===== src/rtl/frogger_pkg.sv =====
// Shared types and helpers for the Frogger obstacle pipeline.
package frogger_pkg;

    localparam int unsigned GRID_COLS_DEF = 20;
    localparam int unsigned GRID_ROWS_DEF = 15;
    localparam int unsigned COL_W         = 5;
    localparam int unsigned ROW_W         = 4;
    localparam int unsigned LEVEL_W       = 7;

    // Per-lane configuration as written by the game controller.
    typedef struct packed {
        logic [ROW_W-1:0] row;
        logic             dir;  // 1 = moves right
        logic             en;
    } lane_cfg_t;

    // Floors a signed raw period; negative raw values (high levels) land on the floor.
    function automatic longint clamp_period(longint raw, longint floor_val);
        return (raw < floor_val) ? floor_val : raw;
    endfunction

endpackage


===== src/rtl/lane_mover.sv =====
// One lane: step-period counter, level-dependent period, position and config registers.
module lane_mover
    import frogger_pkg::*;
#(
    parameter int unsigned LANE        = 0,
    parameter int unsigned GRID_COLS   = GRID_COLS_DEF,
    parameter int unsigned PERIOD_W    = 24,
    parameter int unsigned BASE_PERIOD = 2500000,
    parameter int unsigned LANE_SKEW   = 100000,
    parameter int unsigned LEVEL_STEP  = 150000,
    parameter int unsigned MIN_PERIOD  = 400000
) (
    input  logic               i_Clk,
    input  logic               i_Rst_L,
    input  logic               i_Run,
    input  logic [LEVEL_W-1:0] i_Level,
    input  logic               i_Cfg_Wr,
    input  lane_cfg_t          i_Cfg,
    output logic [COL_W-1:0]   o_Pos,
    output logic [ROW_W-1:0]   o_Row,
    output logic               o_En
);

    localparam int unsigned CALC_W = PERIOD_W + 8;
    localparam logic signed [CALC_W-1:0] LANE_BASE =
        CALC_W'(BASE_PERIOD + LANE * LANE_SKEW);
    localparam lane_cfg_t CFG_RESET = '{
        row: ROW_W'(LANE + 1),
        dir: 1'(LANE % 2),
        en:  1'b1
    };

    logic signed [CALC_W-1:0] level_cost;
    logic signed [CALC_W-1:0] period_raw;
    logic [PERIOD_W-1:0]      period;
    logic [PERIOD_W-1:0]      period_m1;
    logic [COL_W-1:0]         pos_step;

    logic [PERIOD_W-1:0] cnt_q, cnt_d;
    logic [COL_W-1:0]    pos_q, pos_d;
    lane_cfg_t           cfg_q, cfg_d;

    // Period follows i_Level combinationally so a level change takes effect mid-count.
    always_comb begin
        level_cost = $signed(CALC_W'(i_Level)) * $signed(CALC_W'(LEVEL_STEP));
        period_raw = LANE_BASE - level_cost;
        period     = PERIOD_W'(clamp_period(longint'(period_raw), longint'(MIN_PERIOD)));
        period_m1  = period - PERIOD_W'(1);
    end

    // Wrap-around step in the lane's direction of travel.
    always_comb begin
        pos_step = pos_q;
        if (cfg_q.dir) begin
            pos_step = (pos_q == COL_W'(GRID_COLS - 1)) ? '0 : pos_q + COL_W'(1);
        end else begin
            pos_step = (pos_q == '0) ? COL_W'(GRID_COLS - 1) : pos_q - COL_W'(1);
        end
    end

    // Config write beats a coincident terminal count; disabled or frozen lanes hold.
    always_comb begin
        cfg_d = cfg_q;
        cnt_d = cnt_q;
        pos_d = pos_q;
        if (i_Cfg_Wr) begin
            cfg_d = i_Cfg;
            cnt_d = '0;
        end else if (i_Run && cfg_q.en) begin
            // >= rather than == so a shortened period fires on the next clock
            if (cnt_q >= period_m1) begin
                cnt_d = '0;
                pos_d = pos_step;
            end else begin
                cnt_d = cnt_q + PERIOD_W'(1);
            end
        end
    end

    // Lane state registers.
    always_ff @(posedge i_Clk or negedge i_Rst_L) begin
        if (!i_Rst_L) begin
            cfg_q <= CFG_RESET;
            cnt_q <= '0;
            pos_q <= '0;
        end else begin
            cfg_q <= cfg_d;
            cnt_q <= cnt_d;
            pos_q <= pos_d;
        end
    end

    assign o_Pos = pos_q;
    assign o_Row = cfg_q.row;
    assign o_En  = cfg_q.en;

endmodule


===== src/rtl/traffic_lane_engine.sv =====
// Obstacle engine: NUM_LANES lane movers, per-car column generation and
// registered query / collision detection.
module traffic_lane_engine
    import frogger_pkg::*;
#(
    parameter int unsigned GRID_COLS     = GRID_COLS_DEF,
    parameter int unsigned GRID_ROWS     = GRID_ROWS_DEF,
    parameter int unsigned NUM_LANES     = 8,
    parameter int unsigned CARS_PER_LANE = 2,
    parameter int unsigned PERIOD_W      = 24,
    parameter int unsigned BASE_PERIOD   = 2500000,
    parameter int unsigned LANE_SKEW     = 100000,
    parameter int unsigned LEVEL_STEP    = 150000,
    parameter int unsigned MIN_PERIOD    = 400000
) (
    input  logic                         i_Clk,
    input  logic                         i_Rst_L,
    input  logic                         i_Run,
    input  logic [LEVEL_W-1:0]           i_Level,
    input  logic                         i_Cfg_Wr,
    input  logic [$clog2(NUM_LANES)-1:0] i_Cfg_Lane,
    input  logic [ROW_W-1:0]             i_Cfg_Row,
    input  logic                         i_Cfg_Dir,
    input  logic                         i_Cfg_En,
    input  logic [COL_W-1:0]             i_Frog_Col,
    input  logic [ROW_W-1:0]             i_Frog_Row,
    input  logic [COL_W-1:0]             i_Query_Col,
    input  logic [ROW_W-1:0]             i_Query_Row,
    output logic                         o_Query_Hit,
    output logic                         o_Collided,
    output logic                         o_Hit_Pulse
);

    localparam int unsigned LANE_W  = $clog2(NUM_LANES);
    localparam int unsigned SPACING = GRID_COLS / CARS_PER_LANE;

    lane_cfg_t        cfg_in;
    logic [COL_W-1:0] lane_pos [NUM_LANES];
    logic [ROW_W-1:0] lane_row [NUM_LANES];
    logic             lane_en  [NUM_LANES];
    logic [COL_W-1:0] car_col  [NUM_LANES][CARS_PER_LANE];

    logic query_in_grid, frog_in_grid;
    logic query_hit_d, collided_d;
    logic query_hit_q, collided_q, hit_pulse_q;

    assign cfg_in = '{row: i_Cfg_Row, dir: i_Cfg_Dir, en: i_Cfg_En};

    for (genvar g = 0; g < NUM_LANES; g++) begin : g_lane
        lane_mover #(
            .LANE        (g),
            .GRID_COLS   (GRID_COLS),
            .PERIOD_W    (PERIOD_W),
            .BASE_PERIOD (BASE_PERIOD),
            .LANE_SKEW   (LANE_SKEW),
            .LEVEL_STEP  (LEVEL_STEP),
            .MIN_PERIOD  (MIN_PERIOD)
        ) u_lane_mover (
            .i_Clk    (i_Clk),
            .i_Rst_L  (i_Rst_L),
            .i_Run    (i_Run),
            .i_Level  (i_Level),
            .i_Cfg_Wr (i_Cfg_Wr && (i_Cfg_Lane == LANE_W'(g))),
            .i_Cfg    (cfg_in),
            .o_Pos    (lane_pos[g]),
            .o_Row    (lane_row[g]),
            .o_En     (lane_en[g])
        );

        for (genvar k = 0; k < CARS_PER_LANE; k++) begin : g_car
            // pos < GRID_COLS and offset < GRID_COLS, so one conditional subtract wraps it
            logic [COL_W:0] col_sum;
            assign col_sum = {1'b0, lane_pos[g]} + (COL_W + 1)'(k * SPACING);
            assign car_col[g][k] = (32'(col_sum) >= GRID_COLS)
                                 ? COL_W'(col_sum - (COL_W + 1)'(GRID_COLS))
                                 : col_sum[COL_W-1:0];
        end
    end

    // OR-reduce every enabled car against the query tile and the frog tile.
    always_comb begin
        query_in_grid = (32'(i_Query_Col) < GRID_COLS) && (32'(i_Query_Row) < GRID_ROWS);
        frog_in_grid  = (32'(i_Frog_Col) < GRID_COLS) && (32'(i_Frog_Row) < GRID_ROWS);
        query_hit_d   = 1'b0;
        collided_d    = 1'b0;
        for (int l = 0; l < NUM_LANES; l++) begin
            for (int k = 0; k < CARS_PER_LANE; k++) begin
                if (lane_en[l] && (lane_row[l] == i_Query_Row) &&
                    (car_col[l][k] == i_Query_Col)) begin
                    query_hit_d = 1'b1;
                end
                if (lane_en[l] && (lane_row[l] == i_Frog_Row) &&
                    (car_col[l][k] == i_Frog_Col)) begin
                    collided_d = 1'b1;
                end
            end
        end
        query_hit_d = query_hit_d && query_in_grid;
        collided_d  = collided_d && frog_in_grid;
    end

    // Output registers; the pulse marks the 0->1 edge of the collision flag.
    always_ff @(posedge i_Clk or negedge i_Rst_L) begin
        if (!i_Rst_L) begin
            query_hit_q <= 1'b0;
            collided_q  <= 1'b0;
            hit_pulse_q <= 1'b0;
        end else begin
            query_hit_q <= query_hit_d;
            collided_q  <= collided_d;
            hit_pulse_q <= collided_d && !collided_q;
        end
    end

    assign o_Query_Hit = query_hit_q;
    assign o_Collided  = collided_q;
    assign o_Hit_Pulse = hit_pulse_q;

endmodule


===== config.mk =====
export PLATFORM = sky130hd
export DESIGN_NAME = traffic_lane_engine
export DESIGN_NICKNAME = d
export VERILOG_FILES = /design/src/rtl/frogger_pkg.sv /design/src/rtl/lane_mover.sv /design/src/rtl/traffic_lane_engine.sv
export SDC_FILE = /design/constraint.sdc
export NUM_CORES = 1
export LEC_CHECK = 0
export ABC_AREA = 1
export BUFFER_PORTS_ARGS = -buffer_cell sky130_fd_sc_hd__buf_2
export CAP_MARGIN = 20
export CORE_AREA = 10 10 312 434
export CTS_BUF_LIST = sky130_fd_sc_hd__clkbuf_2
export DETAILED_ROUTE_END_ITERATION = 7
export DIE_AREA = 0 0 322 444
export GPL_TIMING_DRIVEN = 0
export SKIP_LAST_GASP = 1
export SYNTH_ARGS = -nofsm -noshare
export SYNTH_HDL_FRONTEND = slang
export SYNTH_HIERARCHICAL = 1
export SYNTH_SLANG_ARGS = --single-unit

===== constraint.sdc =====
create_clock -name i_Clk -period 3.7 [get_ports i_Clk]
set_input_delay 0 -clock i_Clk [delete_from_list [all_inputs] [get_ports i_Clk]]
set_output_delay 0 -clock i_Clk [all_outputs]
set_load 0.01 [all_outputs]

# Word level (Yosys, flattened, before mapping)
# Cells that the tools add are included.
# W data, S select, Z words.
# classes
addsub,64
mul,1
n_lt_le_gt_ge,36
eq_ne,63
muxes,104
n_bitwise,8
n_reduce_logical,95
# op_table
operator,count
$mux W24,32
$lt A32 B20 Y1 const B,8
$sub A22 B25 Y26 const A,8
$mux W5,40
$add A24 B1 Y24 const B,8
$ge A24 B24 Y1,8
$sub A24 B1 Y24 const B,8
$eq A5 B5 Y1,32
$sub A5 B5 Y5 const B,16
$logic_and A1 B1 Y1,69
$eq A4 B4 Y1,16
$add A5 B4 Y6 const B,8
$ge A6 B5 Y1 const B,8
$add A5 B1 Y5 const B,8
$eq A5 B5 Y1 const B,8
$ge A5 B5 Y1 const B,8
$logic_not A5 Y1,8
$sub A5 B1 Y5 const B,8
$mux W1,32
$reduce_and A3 Y1,8
$mul A7 B14 Y21 const B,1
$reduce_bool A2 Y1,8
$eq A3 B3 Y1 const B,4
$lt A5 B5 Y1 const B,2
other kinds (6),15
# totals
ff_bits,283
in_bits,38
wordCells,414

# Longest topological paths before layout
# Gate-level depths: netlist (run 1).
# logic_depth
depth_word,22
depth_mapped,51
depth_no_buf,51

# By module
# Netlist (run 1), hierarchy kept.
# by_module_without_submodules
module,n_inst,cells_per_inst,area_each_um2,seq_area_each_um2
lane_mover (g_lane[3].u_lane_mover),1,916,5859.4,879.6
lane_mover (g_lane[2].u_lane_mover),1,875,5776.8,879.6
lane_mover (g_lane[0].u_lane_mover),1,854,5709.2,878.3
lane_mover (g_lane[1].u_lane_mover),1,870,5686.7,879.6
lane_mover (g_lane[6].u_lane_mover),1,844,5616.6,880.8
lane_mover (g_lane[5].u_lane_mover),1,876,5615.4,880.8
lane_mover (g_lane[4].u_lane_mover),1,841,5507.8,879.6
lane_mover (g_lane[7].u_lane_mover),1,795,5452.7,879.6
traffic_lane_engine,1,958,5236.3,75.1

# Least setup slack after synthesis (run 1)
# OpenSTA, ideal clock, no wires.
# synth_timing
path_type,input -> register
from,in i_Level[4]
to,reg g_lane[7].u_lane_mover.cnt_q[16]
setup_time_ps,95
arrival_ps,6513
slack_ps,-2909
cell_stages,42
path_buffers,2
cell_sequence,fa_1 > inv_1 > fa_1 > inv_1 > fa_1 > fa_1 > ha_1 > nand2_1 > nor2_1 > nand2_1 > nand2_2 > xnor2_2 > nand2_1 > nand2_2 > nand2_2 > nand2_2 > xor2_1 > nand2_1 > [... 6 more ...] > ha_1 > inv_1 > nor2_1 > and3_1 > nand4_1 > nor2_1 > nand2_1 > xor2_1 > ha_1 > nand2_1 > nor2_1 > a211oi_1 > o221a_2 > nand3_1 > inv_1 > nand2_1 > clkbuf_1 > o31ai_1
# synth_between
elab_chain_len,9
# synth_rtl
element,line_no,rtl
from (decl),traffic_lane_engine.sv:19,"input logic [LEVEL_W-1:0] i_Level,"
$mul A7 B14 Y21 (*),lane_mover.sv:45,level_cost = $signed(CALC_W'(i_Level)) * $signed(CALC_W'(LEVEL_STEP));
$sub A22 B25 Y26 (*),lane_mover.sv:46,period_raw = LANE_BASE - level_cost;
$lt A32 B20 Y1,frogger_pkg.sv:19,return (raw < floor_val) ? floor_val : raw;
$mux W24 (*),frogger_pkg.sv:19,
$sub A24 B1 Y24 (*),lane_mover.sv:48,period_m1 = period - PERIOD_W'(1);
$ge A24 B24 Y1 (*),lane_mover.sv:71,if (cnt_q >= period_m1) begin
$mux W24 (*),lane_mover.sv:71,
$mux W24 (*),lane_mover.sv:69,end else if (i_Run && cfg_q.en) begin
$mux W24 (*),lane_mover.sv:66,if (i_Cfg_Wr) begin
to (signal assigned),lane_mover.sv:88,cnt_q <= cnt_d;
to (decl),lane_mover.sv:39,"logic [PERIOD_W-1:0] cnt_q, cnt_d;"
# Mark *: on every way between the ends. The rest lies on a longest branch, timed or not. The select of a mux whose other input is x is not followed.
# A chain may end at the register's enable or synchronous reset.

# Worst setup path after layout (run 1)
# layout_timing
from,in i_Level[5]
to,reg g_lane[3].u_lane_mover.pos_q[4]
# layout_between
elab_chain_len,7
# layout_rtl
element,line_no,rtl
$mul A7 B14 Y21 (*),lane_mover.sv:45,
$sub A22 B25 Y26 (*),lane_mover.sv:46,
$lt A32 B20 Y1,frogger_pkg.sv:19,
$mux W24 (*),frogger_pkg.sv:19,
$sub A24 B1 Y24 (*),lane_mover.sv:48,
$ge A24 B24 Y1 (*),lane_mover.sv:71,
$reduce_and A3 Y1 (no source line) (*),n/a,
to (signal assigned),lane_mover.sv:89,pos_q <= pos_d;
to (decl),lane_mover.sv:40,"logic [COL_W-1:0] pos_q, pos_d;"
# Mark *: on every way between the ends. The rest lies on a longest branch, timed or not.

==> qor.txt, run 1 <==
Synth top area share: 0.173
Worst slew margin: 0.324
Worst EP required: 4.82 ns
Root Buffer: clkbuf_2
CP arrival: 7.28 ns
first-pass GRT wire length: 240 mm
worst r2r path cells: 16
final setup violation count: 232
r2r setup slk: 0.11 ns
Slowest cell on crit path: fa_2
Worst Setup Start Kind: input pin
Primary FF master, synth: dfrtp_1
First-pass DRT Iterations: 5
htree depth: 3
Row Count: 155
Distinct cells, synth: 79
core area: 0.127 mm2
VDD IR-drop max: 394 uV
post-synthesis async set-or-reset flop share: 1.00
area delta synth->final: 23.0%
via count: 51700
routability cong.: 0.910
min Tclk post-route: 6.16 ns
Remaining DRCs: 0
vias in the first global route: 49900
initial antenna violation count: 4
Worst Hold Path EP: o_Query_Hit
CP endpoint kind: flip-flop
IO Port Bufs: 28
max incr delay on CP: 0.58 ns
Crit path top cell by count: nand2_4
# fillers: 12700
total power: 0.0443 W
Longest Clk Path Bufs: 3
syn nets: 8659
vias per std cell: 5.17
RR Endpoint: o_Query_Hit
Synth area leader: ha_1
clock skew: 0.107 ns
largest net degree at the start of global routing: 100
Slew Viols, Final: 0
total grt overflow: 0
combinational share of power: 0.836
Cells after DPL: 9514
Setup WS post-layout: -2.46 ns
syn_area_per_cell: 6.45 um2
worst hold-check path type: input pin to flip-flop
maximum clock frequency: 162 MHz
Detail Placement HPWL: 107 mm
Seq/Total Area, Yosys: 0.141
number of synthesized flops with an enable pin: 0
Routed WL: 149 mm
Psw: 0.0258 W
Sw Share: 0.582
layout cells sized above 1: 0.228
clock share of power: 0.057
outcome: complete, but fails checks
worst-skew pair later-pin latency: 1.26 ns
Hold Fails Final Rpt: 0
Reg clk slew, reported paths: 0.12 ns
final core occ: 0.488
Inserted Clock Buffers: 78
Starting DRT DRC Count: 2615
#FFs+latches synth: 283
setup_tns: -497.60 ns
Power Dens Cells: 714 mW/mm2
die height: 444 um
yosys warns: 6
maxcap violations: 0
CTS Sinks: 283
worst-path fanout max: 7
Final period util: 1.66
P_int: 0.0185 W
post-route ant nets: 0
Starting Density: 0.397
Top Ports: 41
pin slew with the least headroom to its limit: 1.01 ns
Leakage: 31.4 nW
Crit Path Class: input pin to flip-flop
Avg WL per Cell: 14.9 um
Flop pwr share: 0.107
failing checks: negative setup slack
Total Nets Final: 9124
Synth Instances: 7829
die area: 0.143 mm2
TritonCTS clock tree: yes
worst hold stages: 10
Area contributors post-synth: ha_1 17%, nand2_1 16%, dfrtp_1 13%, inv_1 8.7%, nand3_1 7.0%
RSZ-0062 raised after global routing: true
Reg2Reg Launch Point: g_lane[3].u_lane_mover/o_Pos[3]
Die X-Extent: 322 um
fin cells: 10000
min-delay src: i_Query_Col[4]
Tot GR Track Use: 0.199
Cell Area, Synth: 0.0505 mm2
-- worst max-delay path: cells and delay by family --
| family | cells | cell delay, ns |
|---|---|---|
| adders and majority gates | 7 | 2.74 |
| AOI/OAI and AO/OA | 2 | 0.37 |
| buffers and inverters | 11 | 1.28 |
| and+or+nand+nor | 27 | 2.89 |
-- power by group through the flow --
stage	sequential, W	clock (W)	combinational (W)
5_1_grt	0.00488	0.00279	0.0416
6_report	0.00474	0.00253	0.0370
4_1_cts	0.00473	0.00267	0.0329
3_5_place_dp	0.00478	0	0.0308
2_1_floorplan	0.00448	0	0.0252
3_3_place_gp	0.00477	0	0.0302
-- cell families (layout without fill, tap and decap cells) --
family	count (synthesis)	in the layout	synth area share
compound gates	779	779	0.0933
xor+xnor	341	341	0.0607
fa+ha+maj	792	792	0.211
buf+inv	1384	1909	0.108
flops	283	283	0.141
mux	1	1	0.000198
other cells	8	13	0.000595
simple gates	4241	4241	0.386
-- routing by layer --
metal	global-route usage	vias to the layer above	share of wire
li1	-	26400	-
met1	0.228	24100	0.41
met2	0.373	907	0.52
met3	0.0178	338	0.031
met4	0.0825	4	0.042
met5	0	-	0.00017
-- cell type report --
| cell class | count | area (um2) | share of cell area |
|---|---|---|---|
| plain buffers | 118 | 902 | 0.0145 |
| inverters | 1264 | 4850 | 0.0781 |
| multi-input cells | 6162 | 42400 | 0.684 |
| clock inverters | 32 | 183 | 0.00294 |
| flip-flops and latches | 283 | 7110 | 0.115 |
| clock buffers | 108 | 541 | 0.00871 |
| well taps | 1648 | 2060 | 0.0332 |
| repair buffers | 387 | 3950 | 0.0636 |
| diodes | 5 | 12.5 | 0.000202 |
-- synthesized netlist by cell type (25+ instances only) --
master / number
nand3b_1: 40
buf_4: 36
nand3_1: 702
nand2_1: 2208
inv_1: 1173
dfrtp_1: 258
dfstp_2: 25
nand4_1: 160
o21ai_0: 176
nand2_4: 27
a21oi_1: 228
o22ai_1: 165
clkbuf_1: 55
xor2_1: 257
nand2_2: 191
and2_1: 25
fa_1: 96
inv_2: 75
nand3_2: 65
nor2_4: 31
nor2_1: 563
o21ai_1: 31
xnor2_1: 75
nor3_1: 90
nor2_2: 77
ha_1: 696
-- metrics by stage --
stage                     hold slack [ns]  worst slack, ns  cell area (um2)
after detailed placement           -0.142            -4.47            53900
after CTS                         0.00585            -2.09            58100
after floorplan                    -0.296            -2.73            51400
after global routing                0.161            -2.65            62000
final                               0.194            -2.46            62000
after global placement              0.353            -5.30            53600
-- flip-flops by register name, summed over array words and instances, names as in the netlist --
register                   count
g_lane.u_lane_mover/cnt_q    192
g_lane.u_lane_mover/o_Pos     40
g_lane.u_lane_mover/o_Row     32
g_lane.u_lane_mover/cfg_q      8
g_lane.u_lane_mover/o_En       8
o_Collided                     1
o_Hit_Pulse                    1
o_Query_Hit                    1
-- cell usage in the layout (no fill, tap or decap), types with 39 or more instances in the layout --
cell type,count
nand3b_1,40
xnor2_1,72
ha_1,643
dfrtp_1,258
o21ai_1,64
buf_4,248
nor2_1,470
nand2_4,113
clkbuf_2,108
xor2_1,244
o22ai_2,66
o21ai_0,121
nand2_1,1910
o22ai_1,89
nor3_1,75
fa_1,72
nand3_1,620
dlygate4sd3_1,74
a21oi_2,40
nor2_2,104
nand2_2,392
nor2_4,97
nand4_1,160
inv_1,1108
inv_2,125
nand3_2,123
clkbuf_1,39
a21oi_1,195
-- worst max-delay path by stage --
stage | start | to | slack, ns | depth (start not counted)
global route | i_Level[5] | g_lane[7].u_lane_mover/o_Pos[4] | -2.65 | 49
floorplan | i_Level[6] | g_lane[7].u_lane_mover/cnt_q[16] | -2.73 | 44
finish | i_Level[5] | g_lane[3].u_lane_mover/o_Pos[4] | -2.46 | 47
global placement | i_Level[5] | g_lane[3].u_lane_mover/cnt_q[13] | -5.30 | 43
CTS | i_Level[5] | g_lane[4].u_lane_mover/cnt_q[18] | -2.09 | 48
detailed placement | i_Level[5] | g_lane[3].u_lane_mover/cnt_q[11] | -4.47 | 44
-- timing repair --
action,CTS,global route
hold endpoints to repair,557,0
hold buffers,75,0
resized for setup,304,723
setup buffers,131,125
endpoints found under the setup margin,232,234
gates cloned,16,5
pin swaps,179,345
(Power assumes the default switching activity.)
==> inputs of run 2 (changes only) <==
- ABC_AREA: 1 -> 0
- CAP_MARGIN: 20 -> default
- CORE_AREA: 10 10 312 434 -> 10 10 302 421
- DIE_AREA: 0 0 322 444 -> 0 0 312 431
- clock period: 3.7 -> 7 ns (I/O delays scaled with it)
==> run 2 against run 1 <==
  * The flow still finishes with violations (negative setup slack)
  * Utilization increased by 0.51 points
  * Clock skew increased by 0.019 ns
  * Highest routed layer is now met4
  * Design area decreased by 5.5%
  * Synthesized cell count decreased by 26%
  * Critical endpoint is now g_lane[0].u_lane_mover/cnt_q[22]
==> qor.txt, run 2 <==
Worst Setup Start Kind: input pin
Worst EP required: 8.11 ns
most common cell in the netlist: ha_1
crit path from: i_Level[6]
core area: 0.119 mm2
Crit path top cell by count: a21o_1
IO Port Bufs: 25
Row Count: 150
maxcap violations: 0
TritonCTS clock tree: yes
post-synthesis async set-or-reset flop share: 1.00
syn_area_per_cell: 8.17 um2
first-pass GRT wire length: 221 mm
xor/xnor share of the synthesized area: 0.103
die area: 0.134 mm2
CP endpoint kind: flip-flop
Reg2Reg Launch Point: g_lane[0].u_lane_mover/o_Pos[1]
total grt overflow: 0
Routed WL: 139 mm
Inserted Clock Buffers: 81
Top Ports: 41
clock share of power: 0.062
Critical path buffers and inverters: 9
worst-skew pair later-pin latency: 1.28 ns
Psw: 0.0107 W
delay-heaviest family, CP: compound AO/OA/AOI/OAI gates
largest net degree at the start of global routing: 110
Synth Instances: 5795
Detail Placement HPWL: 94.9 mm
Avg WL per Cell: 17.4 um
Compound-Gate Fraction of Synth Area: 0.231
First-pass DRT Iterations: 6
fin area: 0.0586 mm2
clock skew: 0.127 ns
Slowest cell on crit path: fa_2
Largest Register: g_lane.u_lane_mover/cnt_q
Primary FF master, synth: dfrtp_1
htree depth: 3
Seq/Total Area, Yosys: 0.150
Starting Density: 0.398
die height: 431 um
RSZ-0062 raised after global routing: true
vias in the first global route: 44300
most frequent cells after synthesis: 696 x ha_1, 478 x nand2_1, 419 x o21ai_0
Sw Share: 0.512
maximum clock frequency: 128 MHz
# fillers: 11500
combinational share of power: 0.844
number of synthesized flops with an enable pin: 0
yosys warns: 6
syn nets: 6625
outcome: complete, but fails checks
main combinational cell family by area after synthesis: compound AO/OA/AOI/OAI gates
Reg clk slew, reported paths: 0.11 ns
highest-count cells in the layout ignoring fill and taps: 648 x ha_1, 452 x nand2_1, 298 x nor2_1, 295 x buf_4, 276 x xnor2_1
initial antenna violation count: 3
storage element area: 0.00711 mm2
placed inst area: 0.0512 mm2
layout cells sized above 1: 0.232
Starting DRT DRC Count: 2356
Power Dens Cells: 357 mW/mm2
failing checks: negative setup slack
Distinct cells, synth: 161
Post-Synth Simple-Gate Area: 0.218
Hold Fails Final Rpt: 0
Longest Clk Path Bufs: 3
area delta synth->final: 23.8%
P_int: 0.0102 W
Tot GR Track Use: 0.196
post-route ant nets: 0
routability cong.: 0.866
Area contributors post-synth: ha_1 18%, dfrtp_1 14%, xnor2_1 5.6%, o21ai_0 4.4%, fa_1 4.1%
Die X-Extent: 312 um
Total Nets Final: 7134
Flop pwr share: 0.095
Synth area leader: ha_1
final setup violation count: 225
CP arrival: 8.93 ns
Root Buffer: clkbuf_2
CTS Sinks: 283
worst hold-check path type: input pin to flip-flop
Remaining DRCs: 0
post-synthesis mux area share: 0.0250
VDD IR-drop max: 222 uV
max incr delay on CP: 0.61 ns
Setup WS post-layout: -0.823 ns
worst-path fanout max: 7
Synth top area share: 0.184
Slew Viols, Final: 0
multi-input logic area: 0.0417 mm2
total power: 0.0209 W
vias per std cell: 5.62
max reg flops: 192
Crit Path Class: input pin to flip-flop
Cell Area, Synth: 0.0474 mm2
min-delay src: i_Run
#FFs+latches synth: 283
min Tclk post-route: 7.82 ns
Worst slew margin: 0.274
most common cell after layout, fill and taps aside: ha_1
Post-Synth Adder-Cell Area: 0.224
pin slew with the least headroom to its limit: 1.09 ns
via count: 44800
Leakage: 26.3 nW
Final period util: 1.12
==> run 2: cell types whose count changed in the layout (fill, tap and decap cells not counted), sizes merged, moves of 80 or more <==
cell | before | now
a21o | 4 | 150
a21oi | 243 | 328
and3 | 5 | 163
buf | 370 | 489
clkbuf | 160 | 240
inv | 1254 | 289
nand2 | 2430 | 499
nand2b | 0 | 122
nand3 | 773 | 173
nor2 | 677 | 333
o21ai | 216 | 463
o22ai | 165 | 18
xnor2 | 77 | 316
==> run 2: cell type report <==
class / instances / share of cell area
Timing Repair Buffer: 436 / 0.0753
Inverter: 285 / 0.0182
Multi-Input combinational cell: 4986 / 0.712
Sequential cell: 283 / 0.121
Clock inverter: 21 / 0.00145
Tap cell: 1596 / 0.0341
Buffer: 231 / 0.0277
Antenna cell: 5 / 0.000213
Clock buffer: 119 / 0.0102
==> run 2: worst reg2reg max path: stages (launching register included) <==
cell,delay (ns)
dfrtp_1,0.63
ha_1,0.31
xor2_2,0.28
ha_1,0.30
mux2i_1,0.10
a221oi_1,0.50
xnor2_1,0.18
a211o_1,0.11
dlygate4sd3_1,0.54
nand4_1,0.08
dlygate4sd3_1,0.57
nor4_1,0.67
dlygate4sd3_1,0.68
a211oi_2,0.07
dlygate4sd3_1,0.59
==> run 2: metal layers <==
layer,vias up,track usage,part of all wire
met1,21600,0.214,0.41
met2,648,0.379,0.53
met4,0,0.0715,0.035
met3,254,0.0230,0.027
met5,-,0,0
li1,22300,-,-
==> run 2: path summary, 6_finish.rpt <==
kind	end	slack (ns)	cells past startpoint
min	g_lane[1].u_lane_mover/cnt_q[23]	0.16	6
min reg2reg	g_lane[7].u_lane_mover/cnt_q[23]	0.50	1
max reg2reg	o_Hit_Pulse	1.36	14
max in group asynchronous	g_lane[6].u_lane_mover/o_Pos[2]	4.92	8
min in group asynchronous	g_lane[1].u_lane_mover/cnt_q[9]	0.36	5
max	g_lane[0].u_lane_mover/cnt_q[22]	-0.82	41
==> run 2: cells by family after synthesis <==
logic type                 count (synthesis)
adders and majority gates                792
other                                      8
DFF                                      283
buffers and inverters                    528
and+or+nand+nor                         1962
muxes                                    110
xor gates and xnor gates                 531
AOI/OAI and AO/OA                       1581
==> run 2: timing repair <==
| item | in CTS | in global routing |
|---|---|---|
| endpoints found under the hold margin | 552 | 0 |
| gates resized for setup | 297 | 384 |
| gates cloned | 29 | 8 |
| buffers inserted | 224 | 104 |
| pin swaps | 179 | 225 |
| setup endpoints to repair | 232 | 232 |
| hold buffers | 50 | 0 |
==> run 2: power by group through the flow <==
| stage | sequential [W] | clock, W | combinational, W |
|---|---|---|---|
| final | 0.00198 | 0.00129 | 0.0177 |
| after global routing | 0.00201 | 0.00142 | 0.0194 |
| after CTS | 0.00198 | 0.00137 | 0.0161 |
| after detailed placement | 0.00200 | 0 | 0.0144 |
| after global placement | 0.00200 | 0 | 0.0142 |
| after floorplan | 0.00195 | 0 | 0.0120 |
==> run 2: metrics by stage <==
step | setup slack (ns) | hold slack, ns | TNS (ns) | instances | utilization
floorplan | -1.41 | -0.296 | -185.48 | 5795 | -
global placement | -4.45 | 0.418 | -824.71 | 7416 | 0.428
detailed placement | -3.30 | -0.0515 | -558.49 | 7426 | 0.430
CTS | -0.626 | 0.000258 | -58.89 | 7864 | 0.471
global route | -1.02 | 0.139 | -149.65 | 7962 | 0.493
finish | -0.823 | 0.163 | -96.45 | 7962 | 0.493
